### config.mk
export PLATFORM = sky130hd
export DESIGN_NAME = mem_port_arbiter
export DESIGN_NICKNAME = d
export VERILOG_FILES = /design/src/rtl/mem_port_arbiter.sv
export SDC_FILE = /design/constraint.sdc
export NUM_CORES = 1
export LEC_CHECK = 0
export BUFFER_PORTS_ARGS = -buffer_cell sky130_fd_sc_hd__clkbuf_2
export CAP_MARGIN = 20
export CORE_MARGIN = 5
export CORE_UTILIZATION = 42
export DETAILED_ROUTE_END_ITERATION = 7
export PLACE_DENSITY_LB_ADDON = 0.15
export SLEW_MARGIN = 5
export SYNTH_ARGS = -nofsm -noshare
export SYNTH_HDL_FRONTEND = slang
export SYNTH_SLANG_ARGS = --single-unit
### constraint.sdc
create_clock -name clk -period 1.5 [get_ports clk]
set_input_delay 0.3 -clock clk [delete_from_list [all_inputs] [get_ports clk]]
set_output_delay 0.3 -clock clk [all_outputs]
set_load 0.01 [all_outputs]
### src/rtl/mem_port_arbiter.sv
// Shares one variable-latency memory port between fetch, load and store.
// IDLE -> WAIT -> RESP sequencing; store > load > fetch with a fetch anti-starvation override.
module mem_port_arbiter #(
  parameter int W            = 32,
  parameter int BE_W         = 4,
  parameter int STARVE_LIMIT = 4
) (
  input  logic            clk,
  input  logic            rst,
  input  logic            if_req,
  input  logic [W-1:0]    if_addr,
  output logic [W-1:0]    if_rdata,
  output logic            if_ack,
  input  logic            ld_req,
  input  logic [W-1:0]    ld_addr,
  output logic [W-1:0]    ld_rdata,
  output logic            ld_ack,
  input  logic            st_req,
  input  logic [W-1:0]    st_addr,
  input  logic [W-1:0]    st_data,
  input  logic [BE_W-1:0] st_be,
  output logic            st_ack,
  output logic            mem_req,
  output logic            mem_we,
  output logic [W-1:0]    mem_addr,
  output logic [W-1:0]    mem_wdata,
  output logic [BE_W-1:0] mem_be,
  input  logic            mem_ready,
  input  logic [W-1:0]    mem_rdata,
  output logic [1:0]      grant,
  output logic            busy
);

  localparam logic [1:0] G_NONE = 2'b00;
  localparam logic [1:0] G_IF   = 2'b01;
  localparam logic [1:0] G_LD   = 2'b10;
  localparam logic [1:0] G_ST   = 2'b11;
  localparam logic [3:0] LIMIT  = 4'(STARVE_LIMIT);

  typedef enum logic [1:0] {S_IDLE, S_WAIT, S_RESP} state_t;

  typedef struct packed {
    logic            we;
    logic [W-1:0]    addr;
    logic [W-1:0]    wdata;
    logic [BE_W-1:0] be;
  } mem_cmd_t;

  state_t     state;
  logic [3:0] streak;
  logic [1:0] win;
  mem_cmd_t   cmd;

  // Fetch wins outright once data-side grants have starved it long enough.
  always_comb begin
    win = G_NONE;
    if (if_req && streak >= LIMIT) win = G_IF;
    else if (st_req)               win = G_ST;
    else if (ld_req)               win = G_LD;
    else if (if_req)               win = G_IF;
  end

  always_comb begin
    cmd = '{we: 1'b0, addr: if_addr, wdata: '0, be: '1};
    case (win)
      G_ST:    cmd = '{we: 1'b1, addr: st_addr, wdata: st_data, be: st_be};
      G_LD:    cmd.addr = ld_addr;
      default: ;
    endcase
  end

  always_ff @(posedge clk or negedge rst) begin
    if (!rst) begin
      state     <= S_IDLE;
      streak    <= '0;
      grant     <= G_NONE;
      busy      <= 1'b0;
      mem_req   <= 1'b0;
      mem_we    <= 1'b0;
      mem_addr  <= '0;
      mem_wdata <= '0;
      mem_be    <= '0;
      if_ack    <= 1'b0;
      ld_ack    <= 1'b0;
      st_ack    <= 1'b0;
      if_rdata  <= '0;
      ld_rdata  <= '0;
    end else begin
      case (state)
        S_IDLE: begin
          if (win != G_NONE) begin
            state     <= S_WAIT;
            busy      <= 1'b1;
            grant     <= win;
            mem_req   <= 1'b1;
            mem_we    <= cmd.we;
            mem_addr  <= cmd.addr;
            mem_wdata <= cmd.wdata;
            mem_be    <= cmd.be;
            if (win != G_IF && if_req) begin
              if (streak != 4'hF) streak <= streak + 4'd1;
            end else begin
              streak <= '0;
            end
          end
        end
        S_WAIT: begin
          // Requester-side changes are ignored here; the latched command runs to completion.
          if (mem_ready) begin
            state   <= S_RESP;
            mem_req <= 1'b0;
            case (grant)
              G_IF: begin if_ack <= 1'b1; if_rdata <= mem_rdata; end
              G_LD: begin ld_ack <= 1'b1; ld_rdata <= mem_rdata; end
              G_ST: st_ack <= 1'b1;
              default: ;
            endcase
          end
        end
        S_RESP: begin
          state  <= S_IDLE;
          busy   <= 1'b0;
          grant  <= G_NONE;
          if_ack <= 1'b0;
          ld_ack <= 1'b0;
          st_ack <= 1'b0;
        end
        default: begin
          state <= S_IDLE;
          busy  <= 1'b0;
          grant <= G_NONE;
        end
      endcase
    end
  end

endmodule
== Word-level counts from Yosys, hierarchy flattened ==
Index checks and enable logic that the tools add are counted.

* Logic and storage cells: 75
* Bits in registers: 146
* Input port bits: 170

* Add/sub/neg operators: 1
* Reduce and logical (&&, ||, !) cells: 16
* Bitwise logic cells: 1
* Magnitude comparators: 1
* Equality and inequality tests: 15
* Multiplexer cells: 27

{| class="wikitable"
|+ Operator list
! cell !! number
|-
| $pmux 32 s2 || 1
|-
| $mux 36 || 1
|-
| $reduce_and 3->1 || 7
|-
| $mux 2 || 6
|-
| $eq 2x2->1 const B || 5
|-
| $mux 1 || 10
|-
| $pmux 1 s2 || 5
|-
| $mux 4 || 2
|-
| $ne 2x1->1 const B || 4
|-
| $pmux 2 s2 || 2
|-
| $ne 2x2->1 const B || 3
|-
| $reduce_and 2->1 || 3
|-
| $reduce_bool 2->1 || 3
|-
| $add 4x1->4 const B || 1
|-
| $eq 2x1->1 const B || 2
|-
| $ge 4x3->1 const B || 1
|-
| $ne 4x4->1 const B || 1
|-
| $logic_and 1x1->1 || 2
|-
| $logic_not 2->1 || 1
|-
| $not 1->1 || 1
|}

== Depth between registers and ports, before layout ==
Gate-level depths: netlist of run 1.

* Depth after elaboration: 8
* Mapped depth: 7
* Mapped depth without buffers: 3

== Worst setup path before layout of run 1 ==
OpenSTA, ideal clock, no wires.

* Path kind: reg-to-reg
* Start: register state[1]
* End: register ld_rdata[10]
* Path buffers: 1
* Data arrival time: 1.481 ns
* Setup slack: -0.106 ns
* Stages on the path, launching flop included: 5
* Period minus slack after synthesis: 1.606 ns
* Required time: 1.375 ns
* Setup time: 0.125 ns
* Cells stage by stage: dfrtp_1 > nand3b_4 > nor3b_4 > buf_6 > mux2_2

* Cells in the longest elaborated chain, start to end: 2

{| class="wikitable"
|+ Ends and longest elaborated chain
! what !! line !! RTL
|-
| from (decl) || 49 || <nowiki>state_t state;</nowiki>
|-
| from (signal assigned) || 74 || <nowiki>state <= S_IDLE;</nowiki>
|-
| from (signal assigned) || 92 || <nowiki>state <= S_WAIT;</nowiki>
|-
| from (signal assigned) || 110 || <nowiki>state <= S_RESP;</nowiki>
|-
| $eq 2x1->1 || 89 || <nowiki>case (state)</nowiki>
|-
| $reduce_and 3->1 (no line) || -- ||
|-
| to (signal assigned) || 87 || <nowiki>ld_rdata <= '0;</nowiki>
|-
| to (signal assigned) || 114 || <nowiki>G_LD: begin ld_ack <= 1'b1; ld_rdata <= mem_rdata; end</nowiki>
|-
| to (decl) || 16 || <nowiki>output logic [W-1:0] ld_rdata,</nowiki>
|}

No other way between the ends.
A chain may end at the register's enable or synchronous reset.

== Final worst setup path of run 1 ==
* Start: register state[0]
* End: register ld_rdata[26]

The elaborated chain is that of the path after synthesis.

==> results of run 1 <==
## metal layers
metal	global-route usage	part of all wire	vias up
met5	0	0	-
met4	0.07503	0.027	0
met3	0.06588	0.073	40
met2	0.3714	0.50	246
met1	0.2558	0.40	2898
li1	-	-	2694
## timing repair
item,4_1_cts,5_1_grt
endpoints found under the hold margin,103,0
buffers inserted,5,3
gates resized for setup,5,53
hold buffers,1,0
pin swaps,2,6
endpoints found under the setup margin,136,136
cloned,2,9
## layout make-up
class,instances,area [um2]
clock buffers,19,452.9
flip-flops and latches,146,3655
fillers,1272,5982
clock inverters,10,135.1
inverters,35,131.4
multi-input cells,330,2824
well taps,216,270.3
repair buffers,360,2262
## where the power goes
part           switching (mW)  internal [mW]
logic                    3.24           3.76
clock network            1.58           2.67
registers                1.08           5.69
total                    5.90           12.1
## cell usage in the layout (no fill, tap or decap), types with 25 or more instances in the layout
| cell type | instances |
|---|---|
| a21oi_1 | 33 |
| inv_1 | 35 |
| o22a_1 | 36 |
| nand2_1 | 35 |
| dfrtp_1 | 145 |
| buf_4 | 25 |
| o221ai_1 | 32 |
| nand3b_1 | 33 |
| a22o_1 | 35 |
| nor2b_1 | 32 |
| clkbuf_2 | 308 |
| mux2_4 | 46 |
## final timing paths
kind | startpoint | endpoint | slack, ps | depth (start not counted)
max | state[0] | ld_rdata[26] | -90 | 5
min | st_data[6] | mem_wdata[6] | 90 | 2
max reg2reg | state[0] | ld_rdata[26] | -90 | 5
min reg2reg | mem_req | mem_req | 470 | 2
max in group asynchronous | rst | ld_rdata[13] | 500 | 3
min in group asynchronous | rst | if_rdata[23] | 270 | 2
## critical path, cell delays in order, from the launching register on
cell and delay (ps):
dfrtp_2 450, nand3b_4 130, nor3b_4 190, buf_6 180, clkbuf_16 180, mux2_2 340
## state kept, by name (all words and copies together) (netlist names)
name	cells
grant	2
if_ack	1
st_ack	1
mem_wdata	32
ld_ack	1
mem_we	1
streak	4
mem_req	1
if_rdata	32
mem_addr	32
ld_rdata	32
state	2
busy	1
mem_be	4
## logic make-up after synthesis
family,share of synthesized area
adders and majority gates,0.001877
DFF,0.5480
and+or+nand+nor,0.1087
buffers and inverters,0.05725
AOI/OAI and AO/OA,0.1744
muxes,0.1098
==> results.cfg, run 1 <==
[clock_tree]
cts_tree = built
cts.sinks = 146
htree_levels = 4
clk_pin_slew_worst_paths_ps = 60
clk_path_buf_depth = 2
cts-root-buf = clkbuf_16
clk_latency_ps = 420
numCtsBuffers = 17

[logic_synthesis]
synth_sequential_area_ratio = 0.5480
synth_top_area_share = 0.5480
synth_most_common_cell = dfrtp_1
avgSynthCellArea_um2 = 11.99
syn_area_mm2 = 0.006666
ys_ff_latch = 146
ys_top_cells_by_area = dfrtp_1 55%, mux2_2 11%, o22a_1 4.7%
syn-num-nets = 727
ys.flop_type = dfrtp_1
synth_cell_types = 37
syn-instance-count = 556
yosysTopAreaCell = dfrtp_1
yosys_warnings = 0
synth-edff-count = 0
ys_async_sr_fraction = 1.000
ys_top_cells_by_count = 146 x dfrtp_1, 63 x mux2_2, 36 x o22a_1

[routing]
viasPerCell = 5.267
wl_um = 21550
routedWlPerCell_um = 19.31
via_count = 5878
antenna_left = 0
drc = 0
dr.first_iter.drc_count = 220
drt-pass1-iter-count = 4

[flow_run]
drv_cap = 0

[global_routing]
antenna_found_initial = 0
grt_pass1_wl_um = 31160
gr-total-overflow = 0
grt_usage = 0.2154
grt_max_degree = 50
grt_pass1_vias = 5990

[worst_setup_path]
crit_arrival_ps = 1890
required_ps = 1790
critPathKind = reg2reg
cp_max_fo = 8
cp-start-kind = flip-flop
crit_path_end_kind = flip-flop

[placed_design]
dpl-instance-area_mm2 = 0.008597
gp_congestion = 0.8293
dpl.cell_count = 1067
dp_hpwl_um = 14860
pre_cts_slack_ps = -88.09
io_buffers = 309

[die]
num_rows = 46
die_h_um = 136.0
die_width_um = 136.0
initial_core_util = 0.4243
coreArea_mm2 = 0.01571
io_pins = 310
die_area_mm2 = 0.01849

[cells_and_area]
stdcell_area_mm2 = 0.009731
instances_no_fill = 1116
drive_gt1_frac = 0.5167
post-route-util = 0.6193
fin_nets = 1061
syn2layout_area_growth_pct = 45.96
antenna_cells = 0

[status]
violations = setup timing
status = complete, but fails checks

[sta]
period_share = 1.063
slew_violations = 0
min_period_ps = 1595
rsz0062_at_grt = true
hold_viol_final = 0
setup_slack_ps = -94.51
finalSetupTns_ps = -3853
worst_pin_slew_ps = 534.7
setup-violations-final = 89
clock.fmax_mhz = 627.2
hold-worst-slack_ps = 92.72
finClkSkew_ps = 12.76
slew_headroom = 0.6436

[power]
vdd_ir_drop_max_uv = 831.6
leakage_nw = 4.920
power.density_mw_per_mm2 = 1852
power_mw = 18.02

[hold_path]
hold_class = in2reg
No activity file was read; power rests on OpenSTA's default activity.
==> run 2: changes to the inputs <==
- CORE_UTILIZATION: 42 -> 44
- CTS_BUF_LIST: default -> sky130_fd_sc_hd__clkbuf_4 sky130_fd_sc_hd__clkbuf_8
==> results.cfg, run 2 (synthesis results as in run 1) <==
[sta]
setup-violations-final = 93
clock.fmax_mhz = 642.1
rsz0062_at_grt = true
min_period_ps = 1557
finalSetupTns_ps = -2341
period_share = 1.038
hold_viol_final = 0
hold-worst-slack_ps = 68.20
slew_violations = 0
finClkSkew_ps = 10.62
setup_slack_ps = -57.44
worst_pin_slew_ps = 472.6
slew_headroom = 0.6825

[power]
vdd_ir_drop_max_uv = 710.4
power.density_mw_per_mm2 = 1767
swShare = 0.3464
intPower_mw = 11.01
leakage_nw = 4.819
power_mw = 16.84
clkPwrFrac = 0.197
power.switching_mw = 5.834
sequentialPowerShare = 0.403
p_comb_frac = 0.401

[die]
num_rows = 45
initial_core_util = 0.4434
die_area_mm2 = 0.01771
coreArea_mm2 = 0.01503
die_h_um = 133.1
io_pins = 310
die_width_um = 133.1

[cells_and_area]
multi_input_comb_area_mm2 = 0.002803
stdcell_area_mm2 = 0.009530
layout_common_cells = 307 x clkbuf_2, 145 x dfrtp_1, 39 x mux2_4
syn2layout_area_growth_pct = 42.96
regArea_mm2 = 0.003655
final_common_cell = clkbuf_2
nFillCells = 1204
fin_nets = 1063
antenna_cells = 0
drive_gt1_frac = 0.5182

[worst_setup_path]
critPathKind = reg2reg
cp_common_cell = buf_12
cp-start-kind = flip-flop
crit_path_end_kind = flip-flop
required_ps = 1830
crit_arrival_ps = 1890
max_stage_delay_ps = 390
critPathSlowestCell = dfrtp_1
cp_max_fo = 14
path_cells = nand3b_4 > nor3b_4 > buf_12 > buf_12 > mux2_2

[placed_design]
pre_cts_slack_ps = -109.4
gp_congestion = 0.8172
dpl-instance-area_mm2 = 0.008652
dp_hpwl_um = 14960
io_buffers = 309

[global_routing]
grt_max_degree = 47
gr-total-overflow = 0
grt_pass1_wl_um = 31420
grt_pass1_vias = 6167
antenna_found_initial = 0
grt_usage = 0.2215

[routing]
drt-pass1-iter-count = 4
viasPerCell = 5.285
dr_wl_met3_um = 1584
dr.first_iter.drc_count = 277
wl_um = 20420
antenna_left = 0
drt-met1-wl_um = 8355
routedWlPerCell_um = 18.68
drc = 0
via_count = 5777
dr_wl_met2_um = 9854
dr.max_layer_used = met4

[clock_tree]
clk_path_buf_depth = 2
cts-root-buf = clkbuf_8
clk_pin_slew_worst_paths_ps = 90
clk_latency_ps = 440
cts.sinks = 146
cts_tree = built
numCtsBuffers = 17
htree_levels = 4

[status]
status = complete, but fails checks
violations = setup timing

[flow_run]
drv_cap = 0

[hold_path]
hold_class = in2reg
[run 2: layout make-up]
class                   instances  share of cell area
clock inverters                15             0.02048
flip-flops and latches        146              0.3835
clock buffers                  17             0.02455
well taps                     188             0.02468
inverters                      35             0.01378
multi-input cells             330              0.2941
repair buffers                362              0.2389
[run 2: what timing repair did]
action / in CTS / in global routing
hold buffers: 1 / 0
gates resized for setup: 9 / 43
pin swaps: 0 / 2
setup endpoints to repair: 66 / 135
endpoints found under the hold margin: 40 / 0
cloned: 1 / 7
setup buffers: 4 / 2
[run 2: metrics by stage]
stage,instances,util
2_1_floorplan,556,-
3_3_place_gp,1046,0.5755
3_5_place_dp,1046,0.5755
4_1_cts,1084,0.6103
5_1_grt,1093,0.6340
6_report,1093,0.6340
[run 2: path summary, 6_finish.rpt]
path,start,end,slack [ps],depth (start not counted)
worst max-delay path,state[1],if_rdata[0],-60,5
worst min-delay path,st_data[17],mem_wdata[17],70,2
worst max register to register,state[1],if_rdata[0],-60,5
worst min register to register,mem_req,mem_req,490,2
max in group asynchronous,rst,mem_wdata[15],580,3
min in group asynchronous,rst,ld_rdata[22],340,2
[run 2: critical path: cells and delay by family (launching register included)]
| kind | cells | cell delay, ps |
|---|---|---|
| flip-flops | 1 | 390 |
| multiplexers | 1 | 340 |
| buffers and inverters | 2 | 300 |
| AND/OR/NAND/NOR | 2 | 410 |
[run 2: power by group through the flow]
stage / Clock, mW / Sequential [mW] / Combinational [mW]
floorplan: 0 / 7.44 / 2.47
global placement: 0 / 6.73 / 6.03
detailed placement: 0 / 6.82 / 6.18
CTS: 3.43 / 6.75 / 6.32
global route: 3.58 / 6.98 / 7.25
finish: 3.31 / 6.78 / 6.75
[run 2: routing by layer]
layer,vias up,track usage
met5,-,0
met4,0,0.09371
met3,42,0.06986
met2,246,0.3623
met1,2792,0.2723
li1,2697,-
